$ cat config.mk
export PLATFORM = sky130hd
export DESIGN_NAME = button_event_decoder
export DESIGN_NICKNAME = d
export VERILOG_FILES = /design/src/rtl/btn_event_pkg.sv /design/src/rtl/btn_edge_detect.sv /design/src/rtl/button_event_decoder.sv
export SDC_FILE = /design/constraint.sdc
export NUM_CORES = 1
export LEC_CHECK = 0
export ABC_AREA = 1
export BUFFER_PORTS_ARGS = -buffer_cell sky130_fd_sc_hd__buf_2
export CAP_MARGIN = 20
export CORE_UTILIZATION = 35
export CTS_CLUSTER_DIAMETER = 30
export CTS_CLUSTER_SIZE = 24
export DETAILED_ROUTE_END_ITERATION = 7
export MAX_ROUTING_LAYER = met4
export PLACE_DENSITY_LB_ADDON = 0.25
export SLEW_MARGIN = 20
export SYNTH_ARGS = -nofsm -noshare
export SYNTH_HDL_FRONTEND = slang
export SYNTH_SLANG_ARGS = --single-unit
$ cat constraint.sdc
create_clock -name clk -period 1.8 [get_ports clk]
set_clock_uncertainty 0.2 [all_clocks]
set_input_delay 0.18 -clock clk [delete_from_list [all_inputs] [get_ports clk]]
set_output_delay 0.18 -clock clk [all_outputs]
set_load 0.03 [all_outputs]
$ cat src/rtl/btn_event_pkg.sv
// Shared types and helpers for the button event decoder: gesture FSM state
// encoding and a constant max function used for counter sizing.
package btn_event_pkg;

  typedef enum logic [2:0] {
    IDLE           = 3'd0,
    PRESSED        = 3'd1,
    LONG_HELD      = 3'd2,
    WAIT_SECOND    = 3'd3,
    SECOND_PRESSED = 3'd4
  } btn_state_t;

  function automatic int unsigned max3(input int unsigned a, input int unsigned b,
                                       input int unsigned c);
    int unsigned m;
    m = (a > b) ? a : b;
    return (m > c) ? m : c;
  endfunction

endpackage

$ cat src/rtl/btn_edge_detect.sv
// Polarity normalisation and press/release edge detection on the debounced level.
// Registered outputs for the ports, same-cycle _c outputs for the gesture FSM.
module btn_edge_detect
  import btn_event_pkg::*;
#(
  parameter bit IS_PULLUP = 1'b1
) (
  input  logic clk,
  input  logic rstn,
  input  logic i_sig,
  output logic o_pressed,
  output logic o_press,
  output logic o_release,
  output logic o_pressed_c,
  output logic o_press_c,
  output logic o_release_c
);

  logic pressed_q, pressed_d;
  logic press_q, press_d;
  logic release_q, release_d;

  // pressed_q doubles as the previous-level register; resets to released
  assign o_pressed_c = i_sig ^ IS_PULLUP;
  assign o_press_c   = o_pressed_c & ~pressed_q;
  assign o_release_c = ~o_pressed_c & pressed_q;

  always_comb begin
    pressed_d = o_pressed_c;
    press_d   = o_press_c;
    release_d = o_release_c;
  end

  always_ff @(posedge clk) begin
    if (!rstn) begin
      pressed_q <= 1'b0;
      press_q   <= 1'b0;
      release_q <= 1'b0;
    end else begin
      pressed_q <= pressed_d;
      press_q   <= press_d;
      release_q <= release_d;
    end
  end

  assign o_pressed = pressed_q;
  assign o_press   = press_q;
  assign o_release = release_q;

endmodule

$ cat src/rtl/button_event_decoder.sv
// Classifies debounced button gestures into single-cycle event pulses.
// Optional auto-repeat while long-held is enabled by defining BTN_AUTO_REPEAT_EN.
module button_event_decoder
  import btn_event_pkg::*;
#(
  parameter bit          IS_PULLUP     = 1'b1,
  parameter int unsigned LONG_CYCLES   = 1000,
  parameter int unsigned DCLICK_CYCLES = 300,
  parameter int unsigned REPEAT_CYCLES = 100
) (
  input  logic clk,
  input  logic rstn,
  input  logic i_sig_debounced,
  output logic o_pressed,
  output logic o_press,
  output logic o_release,
  output logic o_short_press,
  output logic o_long_press,
  output logic o_double_click,
  output logic o_repeat,
  output logic o_busy
);

  localparam int unsigned CNT_W = $clog2(max3(LONG_CYCLES, DCLICK_CYCLES, REPEAT_CYCLES) + 1);
  localparam logic [CNT_W-1:0] CNT_MAX     = '1;
  localparam logic [CNT_W-1:0] LONG_LAST   = CNT_W'(LONG_CYCLES - 1);
  localparam logic [CNT_W-1:0] DCLICK_LAST = CNT_W'(DCLICK_CYCLES - 1);

  if (LONG_CYCLES < 2) begin : g_bad_long
    $error("LONG_CYCLES must be >= 2");
  end
  if (DCLICK_CYCLES < 1) begin : g_bad_dclick
    $error("DCLICK_CYCLES must be >= 1");
  end
  if (REPEAT_CYCLES < 1) begin : g_bad_repeat
    $error("REPEAT_CYCLES must be >= 1");
  end

  logic pressed_c, press_c, release_c;

  btn_edge_detect #(.IS_PULLUP(IS_PULLUP)) u_edge (
    .clk        (clk),
    .rstn       (rstn),
    .i_sig      (i_sig_debounced),
    .o_pressed  (o_pressed),
    .o_press    (o_press),
    .o_release  (o_release),
    .o_pressed_c(pressed_c),
    .o_press_c  (press_c),
    .o_release_c(release_c)
  );

  btn_state_t       state_q, state_d;
  logic [CNT_W-1:0] cnt_q, cnt_d;
  logic             short_q, short_d;
  logic             long_q, long_d;
  logic             dbl_q, dbl_d;
  logic             busy_q, busy_d;
  logic             cnt_restart;

`ifdef BTN_AUTO_REPEAT_EN
  localparam logic [CNT_W-1:0] REPEAT_LAST = CNT_W'(REPEAT_CYCLES - 1);
  logic rep_q, rep_d;
`endif

  // Counter value k-1 at the k-th edge after state entry; release/press checked first
  always_comb begin
    state_d     = state_q;
    cnt_d       = (cnt_q == CNT_MAX) ? cnt_q : cnt_q + CNT_W'(1);
    short_d     = 1'b0;
    long_d      = 1'b0;
    dbl_d       = 1'b0;
    cnt_restart = 1'b0;
`ifdef BTN_AUTO_REPEAT_EN
    rep_d       = 1'b0;
`endif
    case (state_q)
      IDLE: begin
        if (press_c) state_d = PRESSED;
      end
      PRESSED: begin
        if (release_c) begin
          state_d = WAIT_SECOND;
        end else if (cnt_q == LONG_LAST) begin
          long_d  = 1'b1;
          state_d = LONG_HELD;
        end
      end
      LONG_HELD: begin
        if (release_c) begin
          state_d = IDLE;
        end
`ifdef BTN_AUTO_REPEAT_EN
        else if (cnt_q == REPEAT_LAST) begin
          rep_d       = 1'b1;
          cnt_restart = 1'b1;
        end
`endif
      end
      WAIT_SECOND: begin
        if (press_c) begin
          state_d = SECOND_PRESSED;
        end else if (cnt_q == DCLICK_LAST) begin
          short_d = 1'b1;
          state_d = IDLE;
        end
      end
      SECOND_PRESSED: begin
        if (release_c) begin
          dbl_d   = 1'b1;
          state_d = IDLE;
        end
      end
      default: state_d = IDLE;
    endcase
    if ((state_d != state_q) || cnt_restart) cnt_d = '0;
    busy_d = (state_d != IDLE);
  end

  always_ff @(posedge clk) begin
    if (!rstn) begin
      state_q <= IDLE;
      cnt_q   <= '0;
      short_q <= 1'b0;
      long_q  <= 1'b0;
      dbl_q   <= 1'b0;
      busy_q  <= 1'b0;
    end else begin
      state_q <= state_d;
      cnt_q   <= cnt_d;
      short_q <= short_d;
      long_q  <= long_d;
      dbl_q   <= dbl_d;
      busy_q  <= busy_d;
    end
  end

`ifdef BTN_AUTO_REPEAT_EN
  always_ff @(posedge clk) begin
    if (!rstn) rep_q <= 1'b0;
    else       rep_q <= rep_d;
  end
  assign o_repeat = rep_q;
`else
  assign o_repeat = 1'b0;
`endif

  assign o_short_press  = short_q;
  assign o_long_press   = long_q;
  assign o_double_click = dbl_q;
  assign o_busy         = busy_q;

endmodule

**Word-level counts from Yosys, hierarchy flattened**

Index checks and enable logic that the tools add are counted.
W data, S select, Z words.

- Add/sub/neg operators: 1
- Eq/ne operators: 8
- Muxes and demuxes: 10
- Bitwise gates (word level): 7
- Reduce and logical (&&, ||, !) cells: 7

Operators by type and width:

| cell | count |
|---|---|
| $eq A10 B10 Y1 const B | 2 |
| $mux W3 | 6 |
| $pmux W3 S4 | 1 |
| $add A10 B1 Y10 const B | 1 |
| $eq A10 B9 Y1 const B | 1 |
| $eq A3 B2 Y1 const B | 2 |
| $reduce_or A3 Y1 | 2 |
| $not A1 Y1 | 5 |
| $reduce_or A2 Y1 | 2 |
| $eq A3 B1 Y1 const B | 1 |
| $eq A3 B3 Y1 const B | 1 |
| $logic_not A3 Y1 | 1 |
| $mux W1 | 3 |
| $ne A3 B3 Y1 | 1 |
| $reduce_bool A3 Y1 | 1 |
| $and A1 B1 Y1 | 2 |
| $reduce_and A2 Y1 | 1 |

- Register bits after elaboration: 20
- Input port bits: 3
- Output and inout port bits: 8
- Word-level logic and storage cells: 42

**Logic depth before layout (Yosys ltp)**

Gate-level depths: netlist (run 1).

- Depth after elaboration: 6
- Gate-level depth with buffers: 9
- Mapped depth without buffers: 9

**By module**

Synthesis (run 1) repeated with hierarchy kept, for this count alone.

- Cell total of the unflattened synthesis: 138
- Area, all modules: 983.4 um^2

By module, submodules not included:

| module | times used | cells each | area each (um^2) | seq. area each (um^2) |
|---|---|---|---|---|
| button_event_decoder | 1 | 126 | 882.1 | 340.3 |
| btn_edge_detect | 1 | 12 | 101.3 | 60.1 |

**Worst setup path after synthesis (run 1)**

No wires, ideal clock.

- Path type: flip-flop to flip-flop
- Start: register cnt_q[0]
- End: register cnt_q[0]
- Library setup time: 0.067 ns
- Data arrival time: 1.315 ns
- Required time: 1.533 ns
- Path slack: 0.218 ns
- Cell stages (with the launch flop): 9
- Path buffers: 0
- Period minus slack after synthesis: 1.582 ns
- Cells stage by stage: dfxtp_1 > ha_1 > nand2_1 > nor2_2 > nand3_1 > nand2_1 > a21oi_1 > nand4_4 > nor2_1

- Word-level cells in the longest chain between the ends: 6
- Elaborated cells between the ends (all ways): 11
- Those cells by class: add/sub (1); eq/ne (4); mux (5); reduce/logical (1)

RTL lines:

| item | line | source |
|---|---|---|
| start, declared | button_event_decoder.sv:54 | `logic [CNT_W-1:0] cnt_q, cnt_d;` |
| start signal, assigned | button_event_decoder.sv:130 | `cnt_q <= cnt_d;` |
| $eq A10 B9 Y1 or $eq A10 B10 Y1 (tied branches) | button_event_decoder.sv:103, button_event_decoder.sv:84 |  |
| $mux W3, on equally long branches | button_event_decoder.sv:103, button_event_decoder.sv:84 |  |
| $mux W3, on equally long branches | button_event_decoder.sv:101, button_event_decoder.sv:82 |  |
| $pmux W3 S4 | button_event_decoder.sv:77 | `case (state_q)` |
| $ne A3 B3 Y1 | button_event_decoder.sv:116 | `if ((state_d != state_q) \|\| cnt_restart) cnt_d = '0;` |
| $reduce_or A2 Y1 (no source line) | - |  |

Parallel ways exist; a longest one is shown, timed or not.
A chain may end at the register's enable or synchronous reset.

**Worst setup path after layout (run 1)**

- Start: input port i_sig_debounced
- End: register cnt_q[4]

- Word-level cells in the longest chain between the ends: 6
- Elaborated cells between the ends (all ways): 10
- Those cells by class: eq/ne (1); mux (5); bitwise (3); reduce/logical (1)

RTL lines:

| item | line | source |
|---|---|---|
| start, declared | button_event_decoder.sv:13 | `input logic i_sig_debounced,` |
| $not A1 Y1 (no source line) | - |  |
| $and A1 B1 Y1 | btn_edge_detect.sv:25 | `assign o_press_c = o_pressed_c & ~pressed_q;` |
| $mux W3, on equally long branches | button_event_decoder.sv:101, button_event_decoder.sv:79 |  |
| $pmux W3 S4 * | button_event_decoder.sv:77 |  |
| $ne A3 B3 Y1 * | button_event_decoder.sv:116 |  |
| $reduce_or A2 Y1 (no source line) * | - |  |

Mark *: on every way between the ends. The rest lies on a longest branch, timed or not.

==> flow_summary.json, run 1 <==
{
  "status": "finished, final reports clean",
  "post-route-period-util_pct": 93.9,
  "p_int_mw": 0.574,
  "cts.sinks": 20,
  "grt_usage_pct": 14.9,
  "htree_levels": 1,
  "seq_area_frac_synth_pct": 40.6,
  "worstSetupStartpointType": "input pin",
  "ys_ff_latch": 20,
  "vias": 866,
  "coreArea_um2": 2570,
  "pwr-share-seq_pct": 60.2,
  "rows": 18,
  "vias_per_cell": 4.68,
  "maxCapViolCount": 0,
  "detail-route-antenna-nets": 0,
  "crit_arrival_ps": 1680,
  "clkPwrFrac_pct": 26.0,
  "post_drt_wl_per_cell_um": 10.0,
  "layout-drive-gt1-share_pct": 21.9,
  "io_pins": 11,
  "hpwlAfterDp_mm": 1.36,
  "dp.cells": 178,
  "nets": 161,
  "synthXorXnorAreaFrac_pct": 4.44,
  "yosysUniqueCellTypes": 24,
  "syn2layout_area_growth_pct": 19.4,
  "synth_top_family_by_area": "simple AND/OR/NAND/NOR gates",
  "syn_area_per_cell_um2": 7.04,
  "fin_crit_ps": 1690,
  "setup_viol": 0,
  "finalWirelength_mm": 1.86,
  "ys_warn_count": 0,
  "p_leak_nw": 0.529,
  "stdcell_count": 185,
  "clockRootBuffer": "clkbuf_4",
  "clk_pin_slew_worst_paths_ps": 110,
  "die_w_um": 55.1,
  "fp.dieArea_um2": 3030,
  "powerDensity_nw_per_um2": 662,
  "timing_hold_violations_final": 0,
  "grt_antenna_before_repair": 0,
  "worstPathMaxFanout": 5,
  "synth_compound_area_share_pct": 4.19,
  "grt_pass1_vias": 762,
  "fmax_mhz": 592,
  "clock_latency_ps": 300,
  "power.switching_mw": 0.205,
  "combPwrFrac_pct": 13.8,
  "cts_buffers": 3,
  "syn-num-nets": 144,
  "irDropWorstVdd_uv": 528,
  "n_fill_cell": 271,
  "syn_area_um2": 986,
  "worstPathRequired_ps": 1790,
  "grt_max_degree": 11,
  "clockBufferDepth": 2,
  "worstSetupEndpointType": "flip-flop",
  "muxShareOfSynthArea_pct": 0,
  "num_antenna_cells": 0,
  "grt_overflow": 0,
  "worst_slack_ps": 110,
  "initial_utilization_pct": 38.4,
  "drc": 0,
  "grt_pass1_wl_mm": 3.07,
  "critical_path_class": "input pin to flip-flop",
  "syn_inst": 140,
  "slew_violations": 0,
  "yosys.area_share.simple_pct": 39.2,
  "cts_tree": "yes",
  "port_buffers": 9,
  "first_pass_iters": 4,
  "pre_cts_slack_ps": 17.0,
  "die_y_um": 55.1,
  "place.gp.congestion": 0.758,
  "synthAdderAreaFrac_pct": 1.27,
  "hold_path.class": "flip-flop to flip-flop",
  "switching_share_pct": 26.4,
  "drtIter0Drc": 14
}
metal layers:
layer | vias up | GRT usage (%) | routed length (µm)
met1 | 383 | 18.2 | 886
met3 | 2 | 4.92 | 67
met2 | 14 | 23.7 | 890
met4 | 0 | 3.75 | 12
met5 | - | - | 0
li1 | 467 | - | -
critical path, cell delays in order:
cell and delay [ps]:
dlygate4sd3_1 530, buf_2 140, nor2_1 180, inv_1 120, nor2_2 150, nor3_2 50, buf_4 160, nand4_4 110
nor2_1 50
worst paths after layout:
check	endpoint	slack [ps]	startpoint	depth (start not counted)
max	cnt_q[4]$_SDFFE_PP0P_	110	i_sig_debounced	9
min	o_double_click$_SDFF_PN0_	350	state_q[2]$_SDFF_PN0_	2
max reg2reg	cnt_q[1]$_SDFFE_PP0P_	130	cnt_q[0]$_SDFFE_PP0P_	8
min reg2reg	o_double_click$_SDFF_PN0_	350	state_q[2]$_SDFF_PN0_	2
cells in the mapped netlist:
cell type,instances,area (µm²)
o21ai_1,2,10.0
nor3_1,1,5.00
dfxtp_1,20,400
buf_4,1,7.51
inv_2,2,7.51
nor2_1,28,105
a31oi_1,1,6.26
a21oi_1,5,25.0
ha_1,1,12.5
nor3_2,2,20.0
nor4_1,2,12.5
xor2_1,4,35.0
nand4_4,1,21.3
nand3_1,9,45.0
xnor2_1,1,8.76
nand4_2,1,12.5
nor2_2,3,18.8
nand3b_1,1,7.51
inv_1,22,82.6
nand2_1,28,105
nand4_1,2,12.5
nand3_2,1,10.0
conb_1,1,3.75
nor2_4,1,11.3
layout by cell type (no fill, tap or decap), types with 3 or more instances in the layout:
master    count
clkbuf_4      3
nand3_1       8
buf_2         9
nor3_2        3
inv_1        22
dfxtp_1      18
xor2_1        4
nor2_1       27
nor2_2        4
nand2_1      27
a21oi_1       3
sequential cells by signal (all words and copies together) (netlist names):
| signal | count |
|---|---|
| o_short_press | 1 |
| o_busy | 1 |
| u_edge.o_press | 1 |
| u_edge.o_pressed | 1 |
| o_long_press | 1 |
| cnt_q | 10 |
| o_double_click | 1 |
| state_q | 3 |
| u_edge.o_release | 1 |
logic make-up after synthesis:
logic type                 count (synthesis)
AOI/OAI and AO/OA                          8
xor gates and xnor gates                   5
adders and majority gates                  1
buffers and inverters                     25
DFF                                       20
other                                      1
and+or+nand+nor                           80
what timing repair did:
item	in CTS	in global routing
gates resized for setup	2	10
setup endpoints to repair	3	10
hold endpoints to repair	6	0
pin swaps	0	1
hold buffers	2	0
buffers inserted	0	1
cloned	0	1
stage by stage:
stage / area [µm²] / hold slack, ps / setup TNS [ps] / power (mW) / util [%]
after floorplan: 986 / 52.4 / 0 / 0.542 / -
after global placement: 1060 / 166 / 0 / 0.560 / 41.3
after detailed placement: 1060 / 173 / 0 / 0.562 / 41.3
after CTS: 1110 / 346 / 0 / 0.777 / 43.2
after global routing: 1180 / 389 / -2.18 / 0.827 / 45.9
final: 1180 / 354 / 0 / 0.779 / 45.9
area by class of cell:
| cell class | instances | area, µm² | share of cell area (%) |
|---|---|---|---|
| multi-input cells | 96 | 552 | 46.9 |
| flip-flops and latches | 20 | 403 | 34.2 |
| inverters | 24 | 90.1 | 7.65 |
| repair buffers | 12 | 72.6 | 6.16 |
| well taps | 30 | 37.5 | 3.19 |
| clock buffers | 3 | 22.5 | 1.91 |
power groups by stage:
| stage | Sequential (mW) | Combinational [mW] | Clock [mW] |
|---|---|---|---|
| 2_1_floorplan | 0.485 | 0.0572 | 0 |
| 3_3_place_gp | 0.475 | 0.0855 | 0 |
| 3_5_place_dp | 0.475 | 0.0873 | 0 |
| 4_1_cts | 0.465 | 0.0927 | 0.219 |
| 5_1_grt | 0.472 | 0.122 | 0.233 |
| 6_report | 0.469 | 0.107 | 0.203 |
Note: power is estimated with default switching activity, not from simulation.
==> inputs of run 2 (changes only) <==
--- a/config.mk
+++ b/config.mk
@@ -6,12 +6,12 @@
 export NUM_CORES = 1
 export LEC_CHECK = 0
 export ABC_AREA = 1
-export BUFFER_PORTS_ARGS = -buffer_cell sky130_fd_sc_hd__buf_2
 export CAP_MARGIN = 20
-export CORE_UTILIZATION = 35
+export CORE_UTILIZATION = 55
 export CTS_CLUSTER_DIAMETER = 30
 export CTS_CLUSTER_SIZE = 24
 export DETAILED_ROUTE_END_ITERATION = 7
+export DONT_BUFFER_PORTS = 1
 export MAX_ROUTING_LAYER = met4
 export PLACE_DENSITY_LB_ADDON = 0.25
 export SLEW_MARGIN = 20
==> run 2 against run 1 <==
Against the previous run: flip-flop and latch count is the same; count of clock-buffer cells in the layout is the same; setup slack got worse by 9.9 ps; hold slack better by 6.4 ps; global-route usage grew 9.3 points; die area shrank 35%; wire length grew 9.0%; critical path depth down 2; final area is 1.6% lower; register-to-register slack worse by 30 ps; core utilization grew 27 points; critical endpoint is now cnt_q[3]$_SDFFE_PP0P_; largest power group unchanged.
==> flow_summary.json, run 2 (same netlist as run 1, synthesis figures left out) <==
{
  "fp.dieArea_um2": 1970,
  "vias": 886,
  "largest-register": "cnt_q",
  "cpPeakStageDelay_ps": 480,
  "post_drt_wl_per_cell_um": 11.8,
  "status": "finished, final reports clean",
  "initial_utilization_pct": 61.9,
  "hold_depth": 2,
  "finalWirelength_mm": 2.03,
  "setup_viol": 0,
  "die_w_um": 44.3,
  "worstPathMaxFanout": 5,
  "crit_top_cell": "nor2_1",
  "post-route-period-util_pct": 94.4,
  "timing.critical_path.max_delay_family": "simple AND/OR/NAND/NOR gates",
  "detail-route-antenna-nets": 0,
  "clock_latency_ps": 300,
  "top_regs": "cnt_q x10, state_q x3",
  "r2r_cells": 7,
  "syn2layout_area_growth_pct": 17.5,
  "highest_layer": "met4",
  "cts.sinks": 20,
  "crit_arrival_ps": 1700,
  "met2_length_um": 931,
  "maxCapViolCount": 0,
  "m1WireLength_um": 945,
  "layout-drive-gt1-share_pct": 17.0,
  "cts_buffers": 3,
  "grt_pass1_vias": 798,
  "htree_levels": 1,
  "p_leak_nw": 0.487,
  "critPathSlowestCell": "dfxtp_1",
  "timing_hold_violations_final": 0,
  "fmax_mhz": 588,
  "crit_chain": "inv_2 -> nand3_1 -> nor2_1 -> a21oi_1 -> nand3_4 -> nand4_4 -> nor2_1",
  "cp-startpoint": "state_q[2]$_SDFF_PN0_",
  "n_fill_cell": 130,
  "design_power_total_mw": 0.791,
  "cts_tree": "yes",
  "hold_path.class": "flip-flop to flip-flop",
  "coreArea_um2": 1590,
  "irDropWorstVdd_uv": 415,
  "rows": 14,
  "hold_ws_ps": 360,
  "clockBufferDepth": 2,
  "worstSetupStartpointType": "flip-flop",
  "worst-path-stages": 7,
  "grt_max_degree": 11,
  "hpwlAfterDp_mm": 1.42,
  "die_y_um": 44.3,
  "hp-start": "cnt_q[9]$_SDFFE_PP0P_",
  "io_pins": 11,
  "vias_per_cell": 5.18,
  "grt_overflow": 0,
  "clk_pin_slew_worst_paths_ps": 110,
  "port_buffers": 0,
  "critical_path_class": "flip-flop to flip-flop",
  "first_pass_iters": 5,
  "worst-path-buf-inv": 1,
  "powerDensity_nw_per_um2": 683,
  "grt_usage_pct": 24.2,
  "met3_length_um": 115,
  "grt_pass1_wl_mm": 3.34,
  "timing.rr.start": "state_q[2]$_SDFF_PN0_",
  "clockRootBuffer": "clkbuf_4",
  "drtIter0Drc": 39,
  "grt_antenna_before_repair": 0,
  "largest_reg_flops": 10,
  "place.gp.congestion": 0.873,
  "nets": 153,
  "r2r_slack_ps": 100,
  "worstPathRequired_ps": 1800,
  "worstSetupEndpointType": "flip-flop",
  "num_antenna_cells": 0,
  "fin_crit_ps": 1700,
  "post-cts-setup-buffer-count": 0,
  "final_cell_mix": "nor2_1 (27), nand2_1 (25), inv_1 (22)",
  "slew_violations": 0,
  "mostFrequentLayoutCell": "nor2_1",
  "drc": 0
}
-- run 2: changes by cell type in the layout (fill, tap and decap cells not counted), sizes merged --
cell	change
buf	-9
dlygate4sd3	+1
-- run 2: layout make-up --
cell class	count	area [µm²]	share of cell area (%)
clock buffers	3	22.5	1.94
inverters	24	90.1	7.78
multi-input cells	96	573	49.5
flip-flops and latches	20	405	35.0
well taps	24	30.0	2.59
repair buffers	4	37.5	3.24
-- run 2: repair_timing --
item,in CTS,in global routing
setup endpoints to repair,10,10
pin swaps,0,3
endpoints found under the hold margin,10,0
gates cloned,1,0
hold buffers,3,0
resized for setup,5,12
-- run 2: metrics by stage --
stage / TNS [ps] / setup WS, ps / std cells / instance area (µm²) / utilization [%]
after floorplan: 0 / 218 / 140 / 986 / -
after global placement: 0 / 91.8 / 164 / 1020 / 63.7
after detailed placement: -2.71 / -1.04 / 164 / 1020 / 63.7
after CTS: 0 / 1.07 / 171 / 1100 / 69.2
after global routing: -33.1 / -28.6 / 171 / 1160 / 72.7
final: 0 / 101 / 171 / 1160 / 72.7
-- run 2: routing by layer --
metal / vias up / track usage (%)
met4: 0 / 9.09
met1: 390 / 31.1
met5: - / -
met2: 33 / 37.4
met3: 5 / 4.90
li1: 458 / -
-- run 2: worst reg2reg max path, delay by kind of cell (launching register included) --
kind,cells,cell delay (ps)
AO/OA/AOI/OAI,1,280
buffers and inverters,1,90
flip-flops,1,480
AND/OR/NAND/NOR,5,530
-- run 2: power breakdown --
group	internal [mW]	total, mW	leakage [nW]	switching [mW]
sequential	0.457	0.479	0.164	0.0217
combinational	0.0385	0.103	0.310	0.0641
clock	0.0782	0.210	0.0138	0.132
total	0.573	0.791	0.487	0.218
-- run 2: path summary, 6_finish.rpt --
kind                                 to
setup / recovery  cnt_q[3]$_SDFFE_PP0P_
hold / removal    cnt_q[9]$_SDFFE_PP0P_
setup reg to reg  cnt_q[3]$_SDFFE_PP0P_
hold reg to reg   cnt_q[9]$_SDFFE_PP0P_
==> inputs of run 3 (changes only) <==
--- a/config.mk
+++ b/config.mk
@@ -17,4 +17,5 @@
 export SLEW_MARGIN = 20
 export SYNTH_ARGS = -nofsm -noshare
 export SYNTH_HDL_FRONTEND = slang
+export SYNTH_HIERARCHICAL = 1
 export SYNTH_SLANG_ARGS = --single-unit
==> run 3 against run 2 <==
Against the previous run: total power up 5.5%; non-clock buffer count up 2; sequential power about the same; first-iteration DRC count down 36%; synthesized cell count down 1.4%; synthesized area down 0.25%; flip-flop and latch count unchanged; register-to-register slack worse by 30 ps; core utilization up 0.16 points; count of clock-buffer cells in the layout up 1; critical path depth up 1.
==> flow_summary.json, run 3 <==
{
  "status": "finished, final reports clean",
  "crit_chain": "dlygate4sd3_1 -> nand2_1 -> inv_1 -> inv_1 -> nand4_1 -> a21oi_4 -> nand4_4 -> nor2_2",
  "ys_warn_count": 6,
  "synthXorXnorAreaFrac_pct": 3.56,
  "p_leak_nw": 0.487,
  "hold_ws_ps": 34.4,
  "dp.cells": 162,
  "mostFrequentLayoutCell": "inv_1",
  "layout-drive-gt1-share_pct": 21.6,
  "synth_ff_type": "dfxtp_1",
  "num_antenna_cells": 0,
  "synth_most_common_cell": "nor2_1",
  "met2_length_mm": 1.04,
  "fmax_mhz": 573,
  "largest-register": "cnt_q",
  "maxCapViolCount": 0,
  "initial_utilization_pct": 61.7,
  "largest_reg_flops": 10,
  "worstSetupEndpointType": "flip-flop",
  "post-route-period-util_pct": 96.9,
  "ys_top_cells_by_area": "dfxtp_1 (41%), nor2_1 (9.9%), inv_1 (9.2%)",
  "syn-num-nets": 142,
  "port_buffers": 0,
  "die_y_um": 44.3,
  "yosysUniqueCellTypes": 23,
  "fin_crit_ps": 1740,
  "top_regs": "cnt_q x10, state_q x3",
  "detail-route-antenna-nets": 0,
  "htree_levels": 1,
  "met3_length_um": 108,
  "async_reset_ff_share_pct": 0,
  "synth_edf_count": 0,
  "coreArea_um2": 1590,
  "clockBufferDepth": 2,
  "grt_overflow": 0,
  "worstSetupStartpointType": "input pin",
  "synthAdderAreaFrac_pct": 1.27,
  "ys_ff_latch": 20,
  "timing_hold_violations_final": 0,
  "first_pass_iters": 4,
  "irDropWorstVdd_uv": 728,
  "yosys.area_share.simple_pct": 38.5,
  "clk_pin_slew_worst_paths_ps": 110,
  "grt_pass1_vias": 698,
  "synth_top_area_share_pct": 40.7,
  "grt_max_degree": 12,
  "pre_cts_slack_ps": 47.9,
  "hpwlAfterDp_mm": 1.31,
  "worstPathRequired_ps": 1860,
  "setup_viol": 0,
  "powerDensity_nw_per_um2": 719,
  "grt_usage_pct": 21.0,
  "clock_latency_ps": 310,
  "vias_per_cell": 5.28,
  "die_w_um": 44.3,
  "seq_area_frac_synth_pct": 40.7,
  "syn_inst": 138,
  "highest_layer": "met4",
  "crit_top_cell": "inv_1",
  "rows": 14,
  "synth_top_family_by_area": "simple AND/OR/NAND/NOR gates",
  "muxShareOfSynthArea_pct": 1.15,
  "synth_compound_area_share_pct": 4.07,
  "crit_arrival_ps": 1800,
  "drc": 0,
  "m1WireLength_um": 879,
  "worstPathMaxFanout": 5,
  "drtIter0Drc": 25,
  "nets": 153,
  "io_pins": 11,
  "hold_path.class": "input pin to flip-flop",
  "vias": 909,
  "cts_buffers": 3,
  "grt_antenna_before_repair": 0,
  "grt_pass1_wl_mm": 2.88,
  "finalWirelength_mm": 2.08,
  "cts.sinks": 20,
  "post_drt_wl_per_cell_um": 12.1,
  "syn_area_um2": 983,
  "synth_top_area_cell": "dfxtp_1",
  "fp.dieArea_um2": 1960,
  "syn2layout_area_growth_pct": 18.1,
  "final_cell_mix": "inv_1 (23), nand2_1 (21), nor2_1 (21)",
  "cpPeakStageDelay_ps": 570,
  "cts_tree": "yes",
  "critical_path_class": "input pin to flip-flop",
  "yosys-top-cells-count": "nor2_1 (26), inv_1 (24), nand2_1 (21), dfxtp_1 (20), nand3_1 (11)",
  "clockRootBuffer": "clkbuf_4",
  "worst_slack_ps": 55.5,
  "critPathSlowestCell": "dlygate4sd3_1",
  "slew_violations": 0,
  "stdcell_count": 172,
  "place.gp.congestion": 0.961,
  "syn_area_per_cell_um2": 7.13
}
==> run 3: what timing repair did <==
item | CTS | global route
setup endpoints to repair | 0 | 10
resized for setup | 0 | 15
buffers inserted | 0 | 2
endpoints found under the hold margin | 10 | 0
hold buffers | 3 | 0
==> run 3: path summary, 6_finish.rpt <==
| path | cells past startpoint | start | slack [ps] | endpoint |
|---|---|---|---|---|
| setup / recovery | 8 | i_sig_debounced | 60 | cnt_q[2]$_SDFFE_PP0P_ |
| hold / removal | 5 | i_sig_debounced | 30 | state_q[2]$_SDFF_PN0_ |
| setup reg to reg | 7 | cnt_q[3]$_SDFFE_PP0P_ | 70 | cnt_q[1]$_SDFFE_PP0P_ |
| hold reg to reg | 2 | state_q[2]$_SDFF_PN0_ | 310 | o_double_click$_SDFF_PN0_ |
==> run 3: layer usage <==
metal / global-route usage [%] / vias up
met1: 25.3 / 421
met5: - / -
li1: - / 452
met4: 11.5 / 0
met2: 32.1 / 30
met3: 5.31 / 6
==> run 3: through the flow <==
stage	utilization [%]	power, mW	instance area [µm²]	TNS, ps
2_1_floorplan	-	0.537	983	0
3_3_place_gp	63.6	0.546	1010	0
3_5_place_dp	63.6	0.549	1010	0
4_1_cts	67.7	0.814	1080	0
5_1_grt	72.8	0.865	1160	-49.9
6_report	72.8	0.835	1160	0
==> run 3: critical path, delay by kind of cell <==
kind | cells | cell delay, ps
buffers and inverters | 3 | 760
AND/OR/NAND/NOR | 4 | 600
AO/OA/AOI/OAI | 1 | 260
==> run 3: power breakdown <==
group,total (mW),switching [mW],internal [mW]
Clock,0.265,0.141,0.124
Sequential,0.477,0.0197,0.457
Combinational,0.0930,0.0575,0.0355
==> run 3: layout make-up <==
| class | count | area, µm² |
|---|---|---|
| tap | 24 | 30.0 |
| inverter | 25 | 93.8 |
| clock buffer | 4 | 36.3 |
| fill | 125 | 433 |
| multi-input combinational | 93 | 546 |
| sequential | 20 | 403 |
| timing repair buffer | 6 | 52.6 |
==> run 3: cells by family after synthesis <==
logic type | count (synthesis)
AO/OA/AOI/OAI | 8
XOR/XNOR | 4
adder cells (fa/ha/maj) | 1
buffers and inverters | 26
flip-flops | 20
multiplexers | 1
other | 1
AND/OR/NAND/NOR | 77
